<file path="config.mk">
export PLATFORM = sky130hd
export DESIGN_NAME = recv_buffer_delete_arbiter_flat
export DESIGN_NICKNAME = d
export VERILOG_FILES = /design/src/rtl/recv_buffer_delete_arbiter_if.sv /design/src/rtl/recv_buffer_delete_arbiter.sv /design/src/flat_wrapper.sv
export SDC_FILE = /design/constraint.sdc
export NUM_CORES = 1
export LEC_CHECK = 0
export CORE_AREA = 2 2 309 311
export CTS_BUF_LIST = sky130_fd_sc_hd__clkbuf_8 sky130_fd_sc_hd__clkbuf_16
export DETAILED_ROUTE_END_ITERATION = 8
export DIE_AREA = 0 0 311 313
export PLACE_DENSITY = 0.37
export SETUP_SLACK_MARGIN = 0.02
export SYNTH_ARGS = -nofsm -noshare
export SYNTH_HDL_FRONTEND = slang
export SYNTH_SLANG_ARGS = --single-unit
</file>
<file path="constraint.sdc">
create_clock -name clk -period 4.3 [get_ports clk]
set_clock_uncertainty 0.1 [all_clocks]
set_input_delay 1.075 -clock clk [delete_from_list [all_inputs] [get_ports clk]]
set_output_delay 1.075 -clock clk [all_outputs]
set_load 0.05 [all_outputs]
</file>
<file path="src/rtl/recv_buffer_delete_arbiter_if.sv">
// Handshake bundle between the commit-side requesters, the delete arbiter and
// the receive packet buffer. The arbiter uses the slave view; the environment
// (requesters plus packet buffer) uses the master view.
`ifndef QP_NUM_LOG
`define QP_NUM_LOG 12
`endif
`ifndef PSN_WIDTH
`define PSN_WIDTH 24
`endif
`ifndef RECV_BUFFER_SLOT_NUM_LOG
`define RECV_BUFFER_SLOT_NUM_LOG 4
`endif
`ifndef PKT_HEAD_WIDTH
`define PKT_HEAD_WIDTH 64
`endif
`ifndef PKT_DATA_WIDTH
`define PKT_DATA_WIDTH 256
`endif

interface recv_buffer_delete_arbiter_if #(
  parameter int REQ_NUM    = 2,
  parameter int HEAD_W     = `QP_NUM_LOG + `PSN_WIDTH + `RECV_BUFFER_SLOT_NUM_LOG,
  parameter int PKT_HEAD_W = `PKT_HEAD_WIDTH,
  parameter int PKT_DATA_W = `PKT_DATA_WIDTH
);
  // requester side: delete requests in
  logic [REQ_NUM-1:0]        iv_req_valid;
  logic [REQ_NUM*HEAD_W-1:0] iv_req_head;
  logic [REQ_NUM-1:0]        ov_req_ready;
  // packet buffer side: delete request out
  logic                      o_delete_req_valid;
  logic [HEAD_W-1:0]         ov_delete_req_head;
  logic                      i_delete_req_ready;
  // packet buffer side: multi-beat response in
  logic                      i_delete_resp_valid;
  logic                      i_delete_resp_start;
  logic                      i_delete_resp_last;
  logic [PKT_HEAD_W-1:0]     iv_delete_resp_head;
  logic [PKT_DATA_W-1:0]     iv_delete_resp_data;
  logic                      o_delete_resp_ready;
  // requester side: steered response out
  logic [REQ_NUM-1:0]        ov_resp_valid;
  logic [PKT_HEAD_W-1:0]     ov_resp_head;
  logic [PKT_DATA_W-1:0]     ov_resp_data;
  logic                      o_resp_start;
  logic                      o_resp_last;
  logic [REQ_NUM-1:0]        iv_resp_ready;

  modport slave (
    input  iv_req_valid, iv_req_head, i_delete_req_ready,
    input  i_delete_resp_valid, i_delete_resp_start, i_delete_resp_last,
    input  iv_delete_resp_head, iv_delete_resp_data, iv_resp_ready,
    output ov_req_ready, o_delete_req_valid, ov_delete_req_head,
    output o_delete_resp_ready, ov_resp_valid, ov_resp_head, ov_resp_data,
    output o_resp_start, o_resp_last
  );

  modport master (
    output iv_req_valid, iv_req_head, i_delete_req_ready,
    output i_delete_resp_valid, i_delete_resp_start, i_delete_resp_last,
    output iv_delete_resp_head, iv_delete_resp_data, iv_resp_ready,
    input  ov_req_ready, o_delete_req_valid, ov_delete_req_head,
    input  o_delete_resp_ready, ov_resp_valid, ov_resp_head, ov_resp_data,
    input  o_resp_start, o_resp_last
  );
endinterface

</file>
<file path="src/rtl/recv_buffer_delete_arbiter.sv">
// Round-robin arbiter sharing the packet buffer's single delete port among
// REQ_NUM requesters. One delete in flight; the multi-beat response is steered
// back to the winner only, and a watchdog frees the port if beats stop coming.
`ifndef QP_NUM_LOG
`define QP_NUM_LOG 12
`endif
`ifndef PSN_WIDTH
`define PSN_WIDTH 24
`endif
`ifndef RECV_BUFFER_SLOT_NUM_LOG
`define RECV_BUFFER_SLOT_NUM_LOG 4
`endif
`ifndef PKT_HEAD_WIDTH
`define PKT_HEAD_WIDTH 64
`endif
`ifndef PKT_DATA_WIDTH
`define PKT_DATA_WIDTH 256
`endif

module recv_buffer_delete_arbiter #(
  parameter int REQ_NUM     = 2,
  parameter int HEAD_W      = `QP_NUM_LOG + `PSN_WIDTH + `RECV_BUFFER_SLOT_NUM_LOG,
  parameter int PKT_HEAD_W  = `PKT_HEAD_WIDTH,
  parameter int PKT_DATA_W  = `PKT_DATA_WIDTH,
  parameter int TIMEOUT_CYC = 1024
) (
  input  logic                          clk,
  input  logic                          rst,
  recv_buffer_delete_arbiter_if.slave   bus,
  output logic                          o_timeout_err,
  output logic [15:0]                   ov_timeout_cnt
);

  localparam int PTR_W = (REQ_NUM > 1) ? $clog2(REQ_NUM) : 1;
  localparam int WD_W  = $clog2(TIMEOUT_CYC);

  typedef enum logic [1:0] {
    ARB_IDLE = 2'd0,
    ARB_REQ  = 2'd1,
    ARB_RESP = 2'd2
  } state_t;

  state_t              state, state_nxt;
  logic [PTR_W-1:0]    rr_ptr, rr_nxt;
  logic [PTR_W-1:0]    grant, grant_nxt;
  logic [HEAD_W-1:0]   head_q, head_nxt;
  logic [WD_W-1:0]     wd_cnt, wd_nxt;
  logic                to_fire;

  logic                win_found;
  logic [PTR_W-1:0]    win_idx;
  logic [PTR_W-1:0]    cand;

  logic [REQ_NUM-1:0]  req_ready;
  logic                del_vld;
  logic                resp_rdy;
  logic [REQ_NUM-1:0]  resp_vld;
  logic                in_resp;

  // per-requester view of the flat head bus
  logic [HEAD_W-1:0]   req_head [REQ_NUM];

  for (genvar g = 0; g < REQ_NUM; g++) begin : g_head
    assign req_head[g] = bus.iv_req_head[g*HEAD_W +: HEAD_W];
  end

  // next round-robin position after the given requester, wrapping at REQ_NUM
  function automatic logic [PTR_W-1:0] ptr_inc(input logic [PTR_W-1:0] p);
    return (int'(p) == REQ_NUM - 1) ? '0 : p + 1'b1;
  endfunction

  // round-robin search: first valid requester at or after rr_ptr
  always_comb begin
    win_found = 1'b0;
    win_idx   = '0;
    cand      = '0;
    for (int i = 0; i < REQ_NUM; i++) begin
      cand = PTR_W'((int'(rr_ptr) + i) % REQ_NUM);
      if (!win_found && bus.iv_req_valid[cand]) begin
        win_found = 1'b1;
        win_idx   = cand;
      end
    end
  end

  // next-state, handshakes and watchdog
  always_comb begin
    state_nxt = state;
    rr_nxt    = rr_ptr;
    grant_nxt = grant;
    head_nxt  = head_q;
    wd_nxt    = wd_cnt;
    to_fire   = 1'b0;
    req_ready = '0;
    del_vld   = 1'b0;
    resp_rdy  = 1'b0;
    resp_vld  = '0;
    case (state)
      ARB_IDLE: begin
        if (win_found) begin
          req_ready[win_idx] = 1'b1;
          head_nxt           = req_head[win_idx];
          grant_nxt          = win_idx;
          state_nxt          = ARB_REQ;
        end
      end
      ARB_REQ: begin
        // head_q is frozen here, so late changes on iv_req_head are ignored
        del_vld = 1'b1;
        if (bus.i_delete_req_ready) begin
          state_nxt = ARB_RESP;
          wd_nxt    = '0;
        end
      end
      ARB_RESP: begin
        resp_vld[grant] = bus.i_delete_resp_valid;
        resp_rdy        = bus.iv_resp_ready[grant];
        if (bus.i_delete_resp_valid) begin
          // a presented beat, even one stalled by the requester, is progress
          wd_nxt = '0;
          if (resp_rdy && bus.i_delete_resp_last) begin
            state_nxt = ARB_IDLE;
            rr_nxt    = ptr_inc(grant);
          end
        end else if (wd_cnt == WD_W'(TIMEOUT_CYC - 1)) begin
          // buffer went silent: abandon the transaction and move on
          to_fire   = 1'b1;
          state_nxt = ARB_IDLE;
          rr_nxt    = ptr_inc(grant);
          wd_nxt    = '0;
        end else begin
          wd_nxt = wd_cnt + 1'b1;
        end
      end
      default: state_nxt = ARB_IDLE;
    endcase
  end

  // state and datapath registers
  always_ff @(posedge clk or negedge rst) begin
    if (!rst) begin
      state          <= ARB_IDLE;
      rr_ptr         <= '0;
      grant          <= '0;
      head_q         <= '0;
      wd_cnt         <= '0;
      o_timeout_err  <= 1'b0;
      ov_timeout_cnt <= '0;
    end else begin
      state         <= state_nxt;
      rr_ptr        <= rr_nxt;
      grant         <= grant_nxt;
      head_q        <= head_nxt;
      wd_cnt        <= wd_nxt;
      o_timeout_err <= to_fire;
      if (to_fire && ov_timeout_cnt != 16'hFFFF)
        ov_timeout_cnt <= ov_timeout_cnt + 16'd1;
    end
  end

  assign in_resp = (state == ARB_RESP);

  // ready is combinational from valid, so hold it low while reset is applied
  assign bus.ov_req_ready        = rst ? req_ready : '0;
  assign bus.o_delete_req_valid  = del_vld;
  assign bus.ov_delete_req_head  = del_vld ? head_q : '0;
  assign bus.o_delete_resp_ready = resp_rdy;
  assign bus.ov_resp_valid       = resp_vld;
  // response payload passes through only while a response is owned
  assign bus.ov_resp_head        = in_resp ? bus.iv_delete_resp_head : '0;
  assign bus.ov_resp_data        = in_resp ? bus.iv_delete_resp_data : '0;
  assign bus.o_resp_start        = in_resp & bus.i_delete_resp_start;
  assign bus.o_resp_last         = in_resp & bus.i_delete_resp_last;

endmodule

</file>
<file path="src/flat_wrapper.sv">
// flat-port wrapper written by rule: the top's interface ports become plain ports
module recv_buffer_delete_arbiter_flat 
#(
  parameter int REQ_NUM     = 2,
  parameter int HEAD_W      = `QP_NUM_LOG + `PSN_WIDTH + `RECV_BUFFER_SLOT_NUM_LOG,
  parameter int PKT_HEAD_W  = `PKT_HEAD_WIDTH,
  parameter int PKT_DATA_W  = `PKT_DATA_WIDTH,
  parameter int TIMEOUT_CYC = 1024
)
  (clk, rst, o_timeout_err, ov_timeout_cnt, bus_iv_req_valid, bus_iv_req_head, bus_i_delete_req_ready, bus_i_delete_resp_valid, bus_i_delete_resp_start, bus_i_delete_resp_last, bus_iv_delete_resp_head, bus_iv_delete_resp_data, bus_iv_resp_ready, bus_ov_req_ready, bus_o_delete_req_valid, bus_ov_delete_req_head, bus_o_delete_resp_ready, bus_ov_resp_valid, bus_ov_resp_head, bus_ov_resp_data, bus_o_resp_start, bus_o_resp_last);
  recv_buffer_delete_arbiter_if #(.REQ_NUM(REQ_NUM), .HEAD_W(HEAD_W), .PKT_HEAD_W(PKT_HEAD_W), .PKT_DATA_W(PKT_DATA_W)) bus_i ();
  input  logic clk;
  input  logic rst;
  output logic o_timeout_err;
  output logic [15:0] ov_timeout_cnt;
  input wire logic [$bits(bus_i.iv_req_valid)-1:0] bus_iv_req_valid;
  input wire logic [$bits(bus_i.iv_req_head)-1:0] bus_iv_req_head;
  input wire logic [$bits(bus_i.i_delete_req_ready)-1:0] bus_i_delete_req_ready;
  input wire logic [$bits(bus_i.i_delete_resp_valid)-1:0] bus_i_delete_resp_valid;
  input wire logic [$bits(bus_i.i_delete_resp_start)-1:0] bus_i_delete_resp_start;
  input wire logic [$bits(bus_i.i_delete_resp_last)-1:0] bus_i_delete_resp_last;
  input wire logic [$bits(bus_i.iv_delete_resp_head)-1:0] bus_iv_delete_resp_head;
  input wire logic [$bits(bus_i.iv_delete_resp_data)-1:0] bus_iv_delete_resp_data;
  input wire logic [$bits(bus_i.iv_resp_ready)-1:0] bus_iv_resp_ready;
  output wire logic [$bits(bus_i.ov_req_ready)-1:0] bus_ov_req_ready;
  output wire logic [$bits(bus_i.o_delete_req_valid)-1:0] bus_o_delete_req_valid;
  output wire logic [$bits(bus_i.ov_delete_req_head)-1:0] bus_ov_delete_req_head;
  output wire logic [$bits(bus_i.o_delete_resp_ready)-1:0] bus_o_delete_resp_ready;
  output wire logic [$bits(bus_i.ov_resp_valid)-1:0] bus_ov_resp_valid;
  output wire logic [$bits(bus_i.ov_resp_head)-1:0] bus_ov_resp_head;
  output wire logic [$bits(bus_i.ov_resp_data)-1:0] bus_ov_resp_data;
  output wire logic [$bits(bus_i.o_resp_start)-1:0] bus_o_resp_start;
  output wire logic [$bits(bus_i.o_resp_last)-1:0] bus_o_resp_last;
  assign bus_i.iv_req_valid = bus_iv_req_valid;
  assign bus_i.iv_req_head = bus_iv_req_head;
  assign bus_i.i_delete_req_ready = bus_i_delete_req_ready;
  assign bus_i.i_delete_resp_valid = bus_i_delete_resp_valid;
  assign bus_i.i_delete_resp_start = bus_i_delete_resp_start;
  assign bus_i.i_delete_resp_last = bus_i_delete_resp_last;
  assign bus_i.iv_delete_resp_head = bus_iv_delete_resp_head;
  assign bus_i.iv_delete_resp_data = bus_iv_delete_resp_data;
  assign bus_i.iv_resp_ready = bus_iv_resp_ready;
  assign bus_ov_req_ready = bus_i.ov_req_ready;
  assign bus_o_delete_req_valid = bus_i.o_delete_req_valid;
  assign bus_ov_delete_req_head = bus_i.ov_delete_req_head;
  assign bus_o_delete_resp_ready = bus_i.o_delete_resp_ready;
  assign bus_ov_resp_valid = bus_i.ov_resp_valid;
  assign bus_ov_resp_head = bus_i.ov_resp_head;
  assign bus_ov_resp_data = bus_i.ov_resp_data;
  assign bus_o_resp_start = bus_i.o_resp_start;
  assign bus_o_resp_last = bus_i.o_resp_last;
  recv_buffer_delete_arbiter #(.REQ_NUM(REQ_NUM), .HEAD_W(HEAD_W), .PKT_HEAD_W(PKT_HEAD_W), .PKT_DATA_W(PKT_DATA_W), .TIMEOUT_CYC(TIMEOUT_CYC)) u_core (.clk(clk), .rst(rst), .bus(bus_i), .o_timeout_err(o_timeout_err), .ov_timeout_cnt(ov_timeout_cnt));
endmodule
</file>
==> results of run 1 <==
state kept, by name, summed over array words and instances, names as in the netlist:
name and cells:
u_core.grant 1, u_core.head_q 40, u_core.wd_cnt 10, u_core.rr_ptr 1, u_core.state 2, u_core.ov_timeout_cnt 16
u_core.o_timeout_err 1
worst max-delay path, cell delays in order, from the launching register on:
cell and delay [ns]:
dfrtp_1 0.47, nor2b_4 0.57, buf_12 0.27, and2_1 0.31
clkdlybuf4s50_1 0.86
cell usage in the layout, fill, tap and decap left out, types with 4 or more instances in the layout:
| cell type | n |
|---|---|
| o21ai_0 | 37 |
| diode_2 | 14 |
| nand3_1 | 11 |
| clkbuf_16 | 9 |
| a22oi_1 | 19 |
| buf_4 | 216 |
| mux2i_1 | 22 |
| dfrtp_1 | 71 |
| nand2_1 | 73 |
| nand4_1 | 8 |
| and2_1 | 367 |
| and3_1 | 7 |
| clkdlybuf4s50_1 | 591 |
| buf_12 | 5 |
| xnor2_1 | 8 |
| nor2_1 | 11 |
| xor2_1 | 4 |
metal layers:
metal / wire, µm / up-vias / global-route usage [%] / part of all wire, %
met2: 34500 / 505 / 24.2 / 49
met5: 401 / - / 0.629 / 0.57
li1: - / 3901 / - / -
met1: 22800 / 3948 / 12.7 / 32
met3: 9880 / 140 / 9.06 / 14
met4: 3220 / 50 / 5.94 / 4.6
layout make-up:
class                   count  area, µm²
diodes                     14       35.0
clock buffers               9        225
clock inverters             7       72.6
fillers                 10700      79100
inverters                   2       7.51
multi-input cells         607       3770
flip-flops and latches     71       1780
well taps                1265       1580
repair buffers            812       7640
worst paths after layout:
check | from | end | slack (ns) | cells past startpoint
worst max-delay path | u_core.state[1]$_DFFE_PN0P_ | bus_ov_resp_data[123] | 0.23 | 4
worst min-delay path | u_core.head_q[26]$_DFFE_PN0P_ | u_core.head_q[26]$_DFFE_PN0P_ | 0.36 | 2
worst max register to register | u_core.state[0]$_DFFE_PN0P_ | u_core.ov_timeout_cnt[1]$_DFFE_PN0P_ | 1.86 | 4
worst min register to register | u_core.head_q[26]$_DFFE_PN0P_ | u_core.head_q[26]$_DFFE_PN0P_ | 0.36 | 2
max in group asynchronous | rst | u_core.wd_cnt[5]$_DFFE_PN0P_ | 2.60 | 2
min in group asynchronous | rst | u_core.head_q[3]$_DFFE_PN0P_ | 0.89 | 2
kinds of logic (layout without fill, tap and decap cells):
kind of cell / Yosys count / count (layout) / share of synthesized area (%)
AO/OA/AOI/OAI: 72 / 72 / 7.57
XOR/XNOR: 12 / 12 / 1.83
adder cells (fa/ha/maj): 2 / 2 / 0.435
buffers and inverters: 58 / 830 / 4.11
flip-flops: 71 / 71 / 30.9
multiplexers: 25 / 25 / 4.48
other: 0 / 14 / 0
AND/OR/NAND/NOR: 496 / 496 / 50.7
power groups by stage:
stage / registers [mW] / logic, mW / clock network, mW
floorplan: 0.967 / 3.80 / 0
global placement: 1.01 / 6.57 / 0
detailed placement: 1.02 / 6.59 / 0
CTS: 1.01 / 6.59 / 0.815
global route: 1.04 / 6.75 / 0.834
finish: 1.00 / 6.43 / 0.772
==> metrics.md, run 1 <==
| Metric | Value |
|---|---|
| CTS H-tree depth | 3 |
| Net Sw Frac | 59.5% |
| Final WS setup | around 0.23 ns |
| Via/cell ratio | roughly 3 |
| Starting DRT DRC Count | 288 |
| Yosys warns | 0 |
| Die Y | between 300 and 400 µm |
| Num rows | between 100 and 150 |
| Number of nets in the layout | roughly 1,900 |
| Crit path max fanout | 58 |
| Design Area, Final | roughly 0.015 mm² |
| Top-area cell type share of the netlist area | 39.9% |
| First-pass GRT wire length | about 90,000 µm |
| Via Count | about 8,500 |
| Worst setup SP type | flip-flop |
| Layout Cells excl Fill | around 2,800 |
| Core ar. | between 0.09 and 0.1 mm² |
| Max frequency | around 250 MHz |
| Max Slew Vio Count | 0 |
| Pwr dens | between 500 and 600 mW/mm² |
| CP Capture Type | primary output |
| DR WL/cell | 25.4 µm |
| Share of power burned in registers | between 10% and 20% |
| Placed Instance Area | ~0.015 mm² |
| Area delta synth->final | 163% |
| Total track usage | 13.9% |
| Logic pwr share | just under 80% |
| IO Port Bufs | around 800 |
| Minimum clock period | around 4.1 ns |
| Final setup fails | 0 |
| Internal | approximately 3.3 mW |
| Main flop type after synthesis | dfrtp_1 |
| Die W | 311 µm |
| Setup TNS | 0 ns |
| WP data arrival | between 2 and 3 ns |
| Yosys top cell by area | and2_1 |
| Synth Cell Area | 0.00575 mm² |
| Clock power frac | 9.4% |
| Die Area | about 0.097 mm² |
| Seq/Total Area, Yosys | just over 30% |
| Cell with the most instances after synthesis | and2_1 |
| Placed cells | 2,757 |
| Post-route ant nets | 0 |
| Largest net degree at the start of global routing | 72 |
| Io pins | between 700 and 800 |
| Clock root buffer | clkbuf_16 |
| Post-synth top cells | and2_1 (367), nand2_1 (73), dfrtp_1 (71), clkbuf_1 (51), o21ai_0 (37) |
| CTS tree | yes |
| LEAKAGE | about 6.2 nW |
| Clk_lat worst skew | about 0.36 ns |
| Critical path class | reg2out |
| Slew HR | a little over a third |
| Deepest clock path buffer count | 2 |
| Dpl ws | around 0.45 ns |
| Worst-Margin Slew | between 0.9 and 1 ns |
| Worst EP required | between 3 and 4 ns |
| Vias in the first global route | between 8,000 and 9,000 |
| Worst hold-check path type | reg2reg |
| Cell variety after synth | 40 |
| Initial antenna violation count | 70 |
| Clk sinks | 71 |
| Final WL | 70,800 µm |
| Hold Fails Final Rpt | 0 |
| Worst hold margin | 0.357 ns |
| Psw | a little under 5 mW |
| CTS Hold Buffers Added | 0 |
| Post-cts sizing count | 0 |
| Worst vdd ir | 0.191 mV |
| EDFF count, synth | 0 |
| Mean post-synth cell area | 7.81 µm² |
| Post-synthesis register bit count | 71 |
| Starting Density | between 6 and 7% |
| Ys async rst share | 100% |
| Num CTS Buffers | 9 |
| Clock slew at reported path FFs | 0.06 ns |
| Grt total ovfl | 0 |
| Post-route DRC | 0 |
| RePlAce Congestion | 0.869 |
| Total power | between 8 and 9 mW |
| Synth area leaders | and2_1 (40%), dfrtp_1 (31%), nand2_1 (4.8%), mux2i_1 (3.8%), clkbuf_1 (3.3%) |
| Status | finished clean |
| Final worst-path cycle share | between 90 and 100% |
| Router iterations before antenna repair | 4 |
| Dpl hpwl | approximately 66,000 µm |
| Max-cap violations | 0 |
| Setup Fix Bufs, Post-CTS | 0 |
| Fin util | 16.0% |
| Syn_nets | roughly 1,100 |
| Post-Syn Instances | 736 |
| RSZ-0062 raised after global routing | false |
| Share of cells above drive strength 1 | around 16% |
No activity file was read; power rests on OpenSTA's default activity.
==> inputs of run 2 (changes only) <==
--- a/config.mk
+++ b/config.mk
@@ -9,7 +9,6 @@
 export CTS_BUF_LIST = sky130_fd_sc_hd__clkbuf_8 sky130_fd_sc_hd__clkbuf_16
 export DETAILED_ROUTE_END_ITERATION = 8
 export DIE_AREA = 0 0 311 313
-export PLACE_DENSITY = 0.37
 export SETUP_SLACK_MARGIN = 0.02
 export SYNTH_ARGS = -nofsm -noshare
 export SYNTH_HDL_FRONTEND = slang
==> metrics.md, run 2 (synthesized netlist as in run 1, its figures left out) <==
| Metric | Value |
|---|---|
| Final WL | 75,000 µm (+5.9%) |
| Post-route ant nets | 0 (unchanged) |
| Grt total ovfl | 0 (unchanged) |
| Initial antenna violation count | 120 (+71%) |
| Setup Fix Bufs, Post-CTS | 0 (unchanged) |
| Fin util | 16.6% (+0.53 points) |
| Register Area | 0.00178 mm² (unchanged) |
| Post-route DRC | 0 (unchanged) |
| Starting DRT DRC Count | 287 (-0.35%) |
| Number of nets in the layout | 1,908 (-0.37%) |
| M1 WL | 21,400 µm (-5.9%) |
| Final setup fails | 0 (unchanged) |
| # fillers | 10,700 (-0.38%) |
| Vias in the first global route | 8,112 (-9.1%) |
| CTS Hold Buffers Added | 0 (unchanged) |
| Status | finished clean |
| WP data arrival | 2.76 ns (-0.14 ns) |
| Worst setup SP type | input port |
| Post-cts sizing count | 0 (unchanged) |
| Worst EP required | 3.12 ns (about the same) |
| CTS tree | yes |
| Slew HR | 47.9% (+13 points) |
| Worst hold-check path type | reg2reg |
| Via/cell ratio | 3.09 (+0.72%) |
| CP cell instances | clkdlybuf4s50_1 > mux2i_1 > nor2b_1 > clkdlybuf4s50_1 |
| LEAKAGE | 6.46 nW (+3.5%) |
| Share of power burned in registers | 12.0% (-0.2 points) |
| Die Area | 0.0973 mm² (unchanged) |
| Slowest cell on crit path | clkdlybuf4s50_1 |
| Slowest stage delay, CP | 0.85 ns (about the same) |
| RePlAce Congestion | 0.794 (-8.6%) |
| Total track usage | 14.9% (+0.96 points) |
| DR WL/cell | 27.0 µm (+6.1%) |
| Area of the multi-input gates | 0.00377 mm² (unchanged) |
| Setup TNS | 0 ns (unchanged) |
| Clock root buffer | clkbuf_16 |
| CP dominant cell by count | clkdlybuf4s50_1 |
| Hold Fails Final Rpt | 0 (unchanged) |
| Regs by FF count | u_core.head_q x40, u_core.ov_timeout_cnt x16, u_core.wd_cnt x10 |
| Router iterations before antenna repair | 6 (+2) |
| Clk sinks | 71 (unchanged) |
| Worst reg2reg path endpoint | u_core.ov_timeout_cnt[1]$_DFFE_PN0P_ |
| Core ar. | 0.0942 mm² (unchanged) |
| Area delta synth->final | 171% |
| Num CTS Buffers | 9 (unchanged) |
| Net Sw Frac | 58.2% (-1.3 points) |
| Deepest clock path buffer count | 2 (unchanged) |
| Reg-to-Reg Start | u_core.state[0]$_DFFE_PN0P_ |
| CP delay by family, top | buffers and inverters |
| Clk_lat worst skew | 0.36 ns (about the same) |
| Top Layer Used | met5 |
| Hold Path End | u_core.head_q[31]$_DFFE_PN0P_ |
| Worst-Margin Slew | 0.775 ns (-0.196 ns) |
| Internal | 3.50 mW (+5.3%) |
| Worst vdd ir | 0.228 mV (+19%) |
| Io pins | 795 (unchanged) |
| Commonest non-fill, non-tap cell in the layout | clkdlybuf4s50_1 |
| Dpl hpwl | 69,900 µm (+6.1%) |
| Largest net degree at the start of global routing | 176 (+140%) |
| Max reg flops | 40 (unchanged) |
| Clock power frac | 9.4% (about the same) |
| Clock slew at reported path FFs | 0.07 ns (about the same) |
| Crit path max fanout | 2 (-97%) |
| FF-to-FF setup slack | 1.77 ns (-0.09 ns) |
| CTS H-tree depth | 3 (unchanged) |
| Max-cap violations | 0 (unchanged) |
| Starting Density | 6.11% (unchanged) |
| Final worst-path cycle share | 91.4% (-3.3 points) |
| Commonest cells after routing, fill and taps aside | clkdlybuf4s50_1 (536), and2_1 (367), buf_4 (210) |
| Pwr dens | 536 mW/mm² (-1.3%) |
| Hold Crit Start | u_core.head_q[31]$_DFFE_PN0P_ |
| Logic pwr share | 78.6% (+0.3 points) |
| Die Y | 313 µm (unchanged) |
| Die W | 311 µm (unchanged) |
| Share of cells above drive strength 1 | 19.7% (+3.3 points) |
| Max Slew Vio Count | 0 (unchanged) |
| Met3 Wirelength | 12,600 µm (+28%) |
| Top reg by flops | u_core.head_q |
| Minimum clock period | 3.93 ns (-0.141 ns) |
| Met2 wire length | 39,100 µm (+13%) |
| IO Port Bufs | 794 (unchanged) |
| Worst Reg-to-Reg Cells | 4 (unchanged) |
| Critical path class | in2out |
| Psw | 4.86 mW (-0.32%) |
| CP Capture Type | primary output |
| Max frequency | 254 MHz (+3.6%) |
| Via Count | 8,593 (+0.57%) |
| Buffers & Inverters on Critical Path | 2 (unchanged) |
| Num rows | 113 (unchanged) |
| RSZ-0062 raised after global routing | false |
| First-pass GRT wire length | 92,000 µm (+2.9%) |
| WHS Path Cells | 2 (unchanged) |
[run 2: cell types whose count changed in the layout (fill, tap and decap cells not counted), sizes merged]
| cell | delta |
|---|---|
| clkinvlp | +2 |
| clkinv | -3 |
| inv | +1 |
| clkdlybuf4s50 | -55 |
| buf | +48 |
| diode | +3 |
[run 2: power groups by stage]
| stage | Combinational (mW) | Sequential [mW] | Clock (mW) |
|---|---|---|---|
| floorplan | 3.80 | 0.967 | 0 |
| global placement | 6.74 | 1.01 | 0 |
| detailed placement | 6.77 | 1.02 | 0 |
| CTS | 6.77 | 1.01 | 0.834 |
| global route | 6.91 | 1.03 | 0.851 |
| finish | 6.57 | 1.01 | 0.788 |
[run 2: worst max-delay path by stage]
stage,startpoint,end,slack [ns],depth (start not counted)
3_3_place_gp,bus_iv_resp_ready[0],bus_o_delete_resp_ready,0.35,4
3_5_place_dp,bus_iv_resp_ready[0],bus_o_delete_resp_ready,0.34,4
6_report,bus_iv_resp_ready[0],bus_o_delete_resp_ready,0.37,4
2_1_floorplan,bus_iv_req_valid[0],bus_ov_req_ready[0],0.92,4
5_1_grt,u_core.state[1]$_DFFE_PN0P_,bus_ov_resp_data[42],0.29,4
4_1_cts,u_core.state[1]$_DFFE_PN0P_,bus_ov_resp_data[42],0.32,4
[run 2: final cells by class]
| type | count | area share [%] |
|---|---|---|
| antenna | 17 | 0.273 |
| clock buffer | 9 | 1.44 |
| clock inverter | 7 | 0.505 |
| inverter | 2 | 0.0481 |
| multi-input combinational | 607 | 24.2 |
| sequential | 71 | 11.4 |
| tap | 1265 | 10.1 |
| timing repair buffer | 805 | 52.0 |
[run 2: routing by layer]
| layer | track usage, % | up-vias |
|---|---|---|
| met5 | 0 | - |
| met4 | 2.05 | 124 |
| met3 | 12.0 | 204 |
| met2 | 28.1 | 523 |
| met1 | 12.0 | 3847 |
| li1 | - | 3895 |
[run 2: stage by stage]
stage / setup slack (ns) / instances / area (µm²) / hold slack, ns / total power [mW]
2_1_floorplan: 0.920 / 736 / 5750 / 0.330 / 4.77
3_3_place_gp: 0.346 / 2750 / 15300 / 0.340 / 7.75
6_report: 0.370 / 2783 / 15600 / 0.360 / 8.36
3_5_place_dp: 0.341 / 2750 / 15300 / 0.348 / 7.79
5_1_grt: 0.286 / 2767 / 15600 / 0.378 / 8.80
4_1_cts: 0.315 / 2766 / 15600 / 0.362 / 8.62
[run 2: worst reg2reg max path, delay by kind of cell, from the launching register on]
family	cells	cell delay, ns
simple gates	2	0.95
flops	1	0.51
compound gates	1	0.46
mux	1	0.39
==> inputs of run 3 (changes only) <==
--- a/config.mk
+++ b/config.mk
@@ -9,7 +9,9 @@
 export CTS_BUF_LIST = sky130_fd_sc_hd__clkbuf_8 sky130_fd_sc_hd__clkbuf_16
 export DETAILED_ROUTE_END_ITERATION = 8
 export DIE_AREA = 0 0 311 313
+export GPL_TIMING_DRIVEN = 0
 export SETUP_SLACK_MARGIN = 0.02
+export SLEW_MARGIN = 20
 export SYNTH_ARGS = -nofsm -noshare
 export SYNTH_HDL_FRONTEND = slang
 export SYNTH_SLANG_ARGS = --single-unit
==> metrics.md, run 3 (synthesized netlist as in run 1, its figures left out) <==
| Metric | Value |
|---|---|
| RePlAce Congestion | 0.919 (+16%) |
| DR WL/cell | 27.3 µm (+1.3%) |
| Post-route DRC | 0 (unchanged) |
| Deepest clock path buffer count | 2 (unchanged) |
| Worst-Margin Slew | 0.933 ns (+0.157 ns) |
| Placed cells | 2,796 (+1.7%) |
| # fillers | 10,800 (+1.3%) |
| Clk_lat worst skew | 0.36 ns (about the same) |
| Top reg by flops | u_core.head_q |
| Vias in the first global route | 8,714 (+7.4%) |
| Io pins | 795 (unchanged) |
| Slowest cell on crit path | clkdlybuf4s50_1 |
| Via/cell ratio | 3.10 (+0.32%) |
| Worst Reg-to-Reg Cells | 6 (+2) |
| First-pass GRT wire length | 95,600 µm (+3.9%) |
| Fin util | 16.3% (-0.26 points) |
| Clk sinks | 71 (unchanged) |
| M1 WL | 23,800 µm (+11%) |
| Worst EP required | 3.12 ns (about the same) |
| Starting Density | 6.11% (unchanged) |
| Commonest cells after routing, fill and taps aside | clkdlybuf4s50_1 (610), and2_1 (367), nand2_1 (73) |
| Initial antenna violation count | 96 (-20%) |
| Regs by FF count | u_core.head_q x40, u_core.ov_timeout_cnt x16, u_core.wd_cnt x10 |
| Hold Fails Final Rpt | 0 (unchanged) |
| Design Area, Final | 0.0154 mm² (-1.6%) |
| CTS tree | yes |
| Grt total ovfl | 0 (unchanged) |
| Commonest non-fill, non-tap cell in the layout | clkdlybuf4s50_1 |
| Hold Crit Start | u_core.head_q[36]$_DFFE_PN0P_ |
| Final setup fails | 0 (unchanged) |
| Die Area | 0.0973 mm² (unchanged) |
| Via Count | 8,788 (+2.3%) |
| Clock root buffer | clkbuf_16 |
| Core ar. | 0.0942 mm² (unchanged) |
| Router iterations before antenna repair | 4 (-2) |
| Die Y | 313 µm (unchanged) |
| Final worst-path cycle share | 96.7% (+5.3 points) |
| Share of cells above drive strength 1 | 8.73% (-11 points) |
| Max frequency | 241 MHz (-5.4%) |
| Number of nets in the layout | 1,954 (+2.4%) |
| Worst hold-check path type | reg2reg |
| Die W | 311 µm (unchanged) |
| Pwr dens | 527 mW/mm² (-1.6%) |
| IO Port Bufs | 794 (unchanged) |
| Max reg flops | 40 (unchanged) |
| Status | finished clean |
| CP cell instances | clkdlybuf4s50_1 > inv_1 > o21ai_2 > buf_2 > and3_1 > clkdlybuf4s15_2 |
| Post-route ant nets | 0 (unchanged) |
| Area delta synth->final | 167% |
| Crit path max fanout | 10 (+8) |
| CTS H-tree depth | 3 (unchanged) |
| Largest net degree at the start of global routing | 50 (-72%) |
| Placed Instance Area | 0.0153 mm² (+0.29%) |
| RSZ-0062 raised after global routing | true |
| Dpl hpwl | 73,100 µm (+4.5%) |
| Hold Path End | u_core.head_q[36]$_DFFE_PN0P_ |
| Worst vdd ir | 0.262 mV (+15%) |
| Setup Fix Bufs, Post-CTS | 0 (unchanged) |
| CTS Hold Buffers Added | 0 (unchanged) |
| Met3 Wirelength | 11,500 µm (-8.5%) |
| Worst hold margin | 0.361 ns (+0.00106 ns) |
| Clock slew at reported path FFs | 0.06 ns (about the same) |
| FF-to-FF setup slack | 2.01 ns (+0.24 ns) |
| Max Slew Vio Count | 0 (unchanged) |
| CP Capture Type | primary output |
| Worst reg2reg path endpoint | u_core.wd_cnt[3]$_DFFE_PN0P_ |
| Top Layer Used | met5 |
| Setup TNS | 0 ns (unchanged) |
| Slowest stage delay, CP | 0.51 ns (-0.34 ns) |
| Minimum clock period | 4.16 ns (+0.226 ns) |
| WHS Path Cells | 2 (unchanged) |
| Worst setup SP type | input port |
| Slew HR | 38.1% (-9.8 points) |
| Total track usage | 15.3% (+0.47 points) |
| Max-cap violations | 0 (unchanged) |
| Met2 wire length | 38,800 µm (-0.75%) |
| Num rows | 113 (unchanged) |
| WP data arrival | 2.98 ns (+0.22 ns) |
| Starting DRT DRC Count | 401 (+40%) |
| Critical path class | in2out |
| CP delay by family, top | buffers and inverters |
| Reg-to-Reg Start | u_core.wd_cnt[0]$_DFFE_PN0P_ |
| Final WL | 77,500 µm (+3.3%) |
| Num CTS Buffers | 9 (unchanged) |
| Layout Cells excl Fill | 2,837 (+1.9%) |
| Buffers & Inverters on Critical Path | 4 (+2) |
| LEAKAGE | 6.64 nW (+2.7%) |
[run 3: area by class of cell]
type / instances / area (µm²) / area share, %
Timing Repair Buffer: 795 / 7650 / 49.8
Tap cell: 1265 / 1580 / 10.3
Sequential cell: 71 / 1780 / 11.6
Buffer: 56 / 253 / 1.64
Multi-Input combinational cell: 607 / 3740 / 24.4
Antenna cell: 25 / 62.6 / 0.407
Inverter: 2 / 7.51 / 0.0489
Clock inverter: 7 / 61.3 / 0.399
Clock buffer: 9 / 225 / 1.47
[run 3: metal layers]
metal	vias to the layer above	track usage, %
met5	-	0
li1	4010	-
met2	508	27.9
met4	94	4.77
met1	3996	13.3
met3	180	10.7
[run 3: timing repair]
action	in CTS	in global routing
hold endpoints to repair	0	0
resized for setup	233	158
cloned	0	0
endpoints found under the setup margin	310	113
[run 3: report_power, final]
group	switching [mW]	total, mW	internal, mW
clock	0.357	0.759	0.402
sequential	0.123	1.00	0.879
combinational	4.45	6.33	1.89
total	4.93	8.10	3.17
[run 3: worst max-delay path by stage]
stage,slack (ns),cells past startpoint,startpoint,end
CTS,0.02,6,u_core.state[1]$_DFFE_PN0P_,bus_ov_resp_data[238]
finish,0.14,6,bus_iv_req_valid[0],bus_ov_req_ready[0]
global route,0.02,5,u_core.state[1]$_DFFE_PN0P_,bus_ov_resp_data[144]
global placement,-2.51,3,rst,bus_ov_req_ready[0]
floorplan,0.92,4,bus_iv_req_valid[0],bus_ov_req_ready[0]
detailed placement,-1.20,6,u_core.state[1]$_DFFE_PN0P_,bus_ov_resp_data[253]
[run 3: stage by stage]
stage	total power [mW]	setup slack [ns]
after global placement	7.66	-2.51
after detailed placement	7.70	-1.20
after global routing	8.52	0.0187
final	8.10	0.143
after CTS	8.31	0.0235
after floorplan	4.77	0.920
[run 3: worst min-delay path, stage by stage (launching register included)]
cell,delay (ns)
dfrtp_1,0.33
nand2_1,0.05
nand2_1,0.05
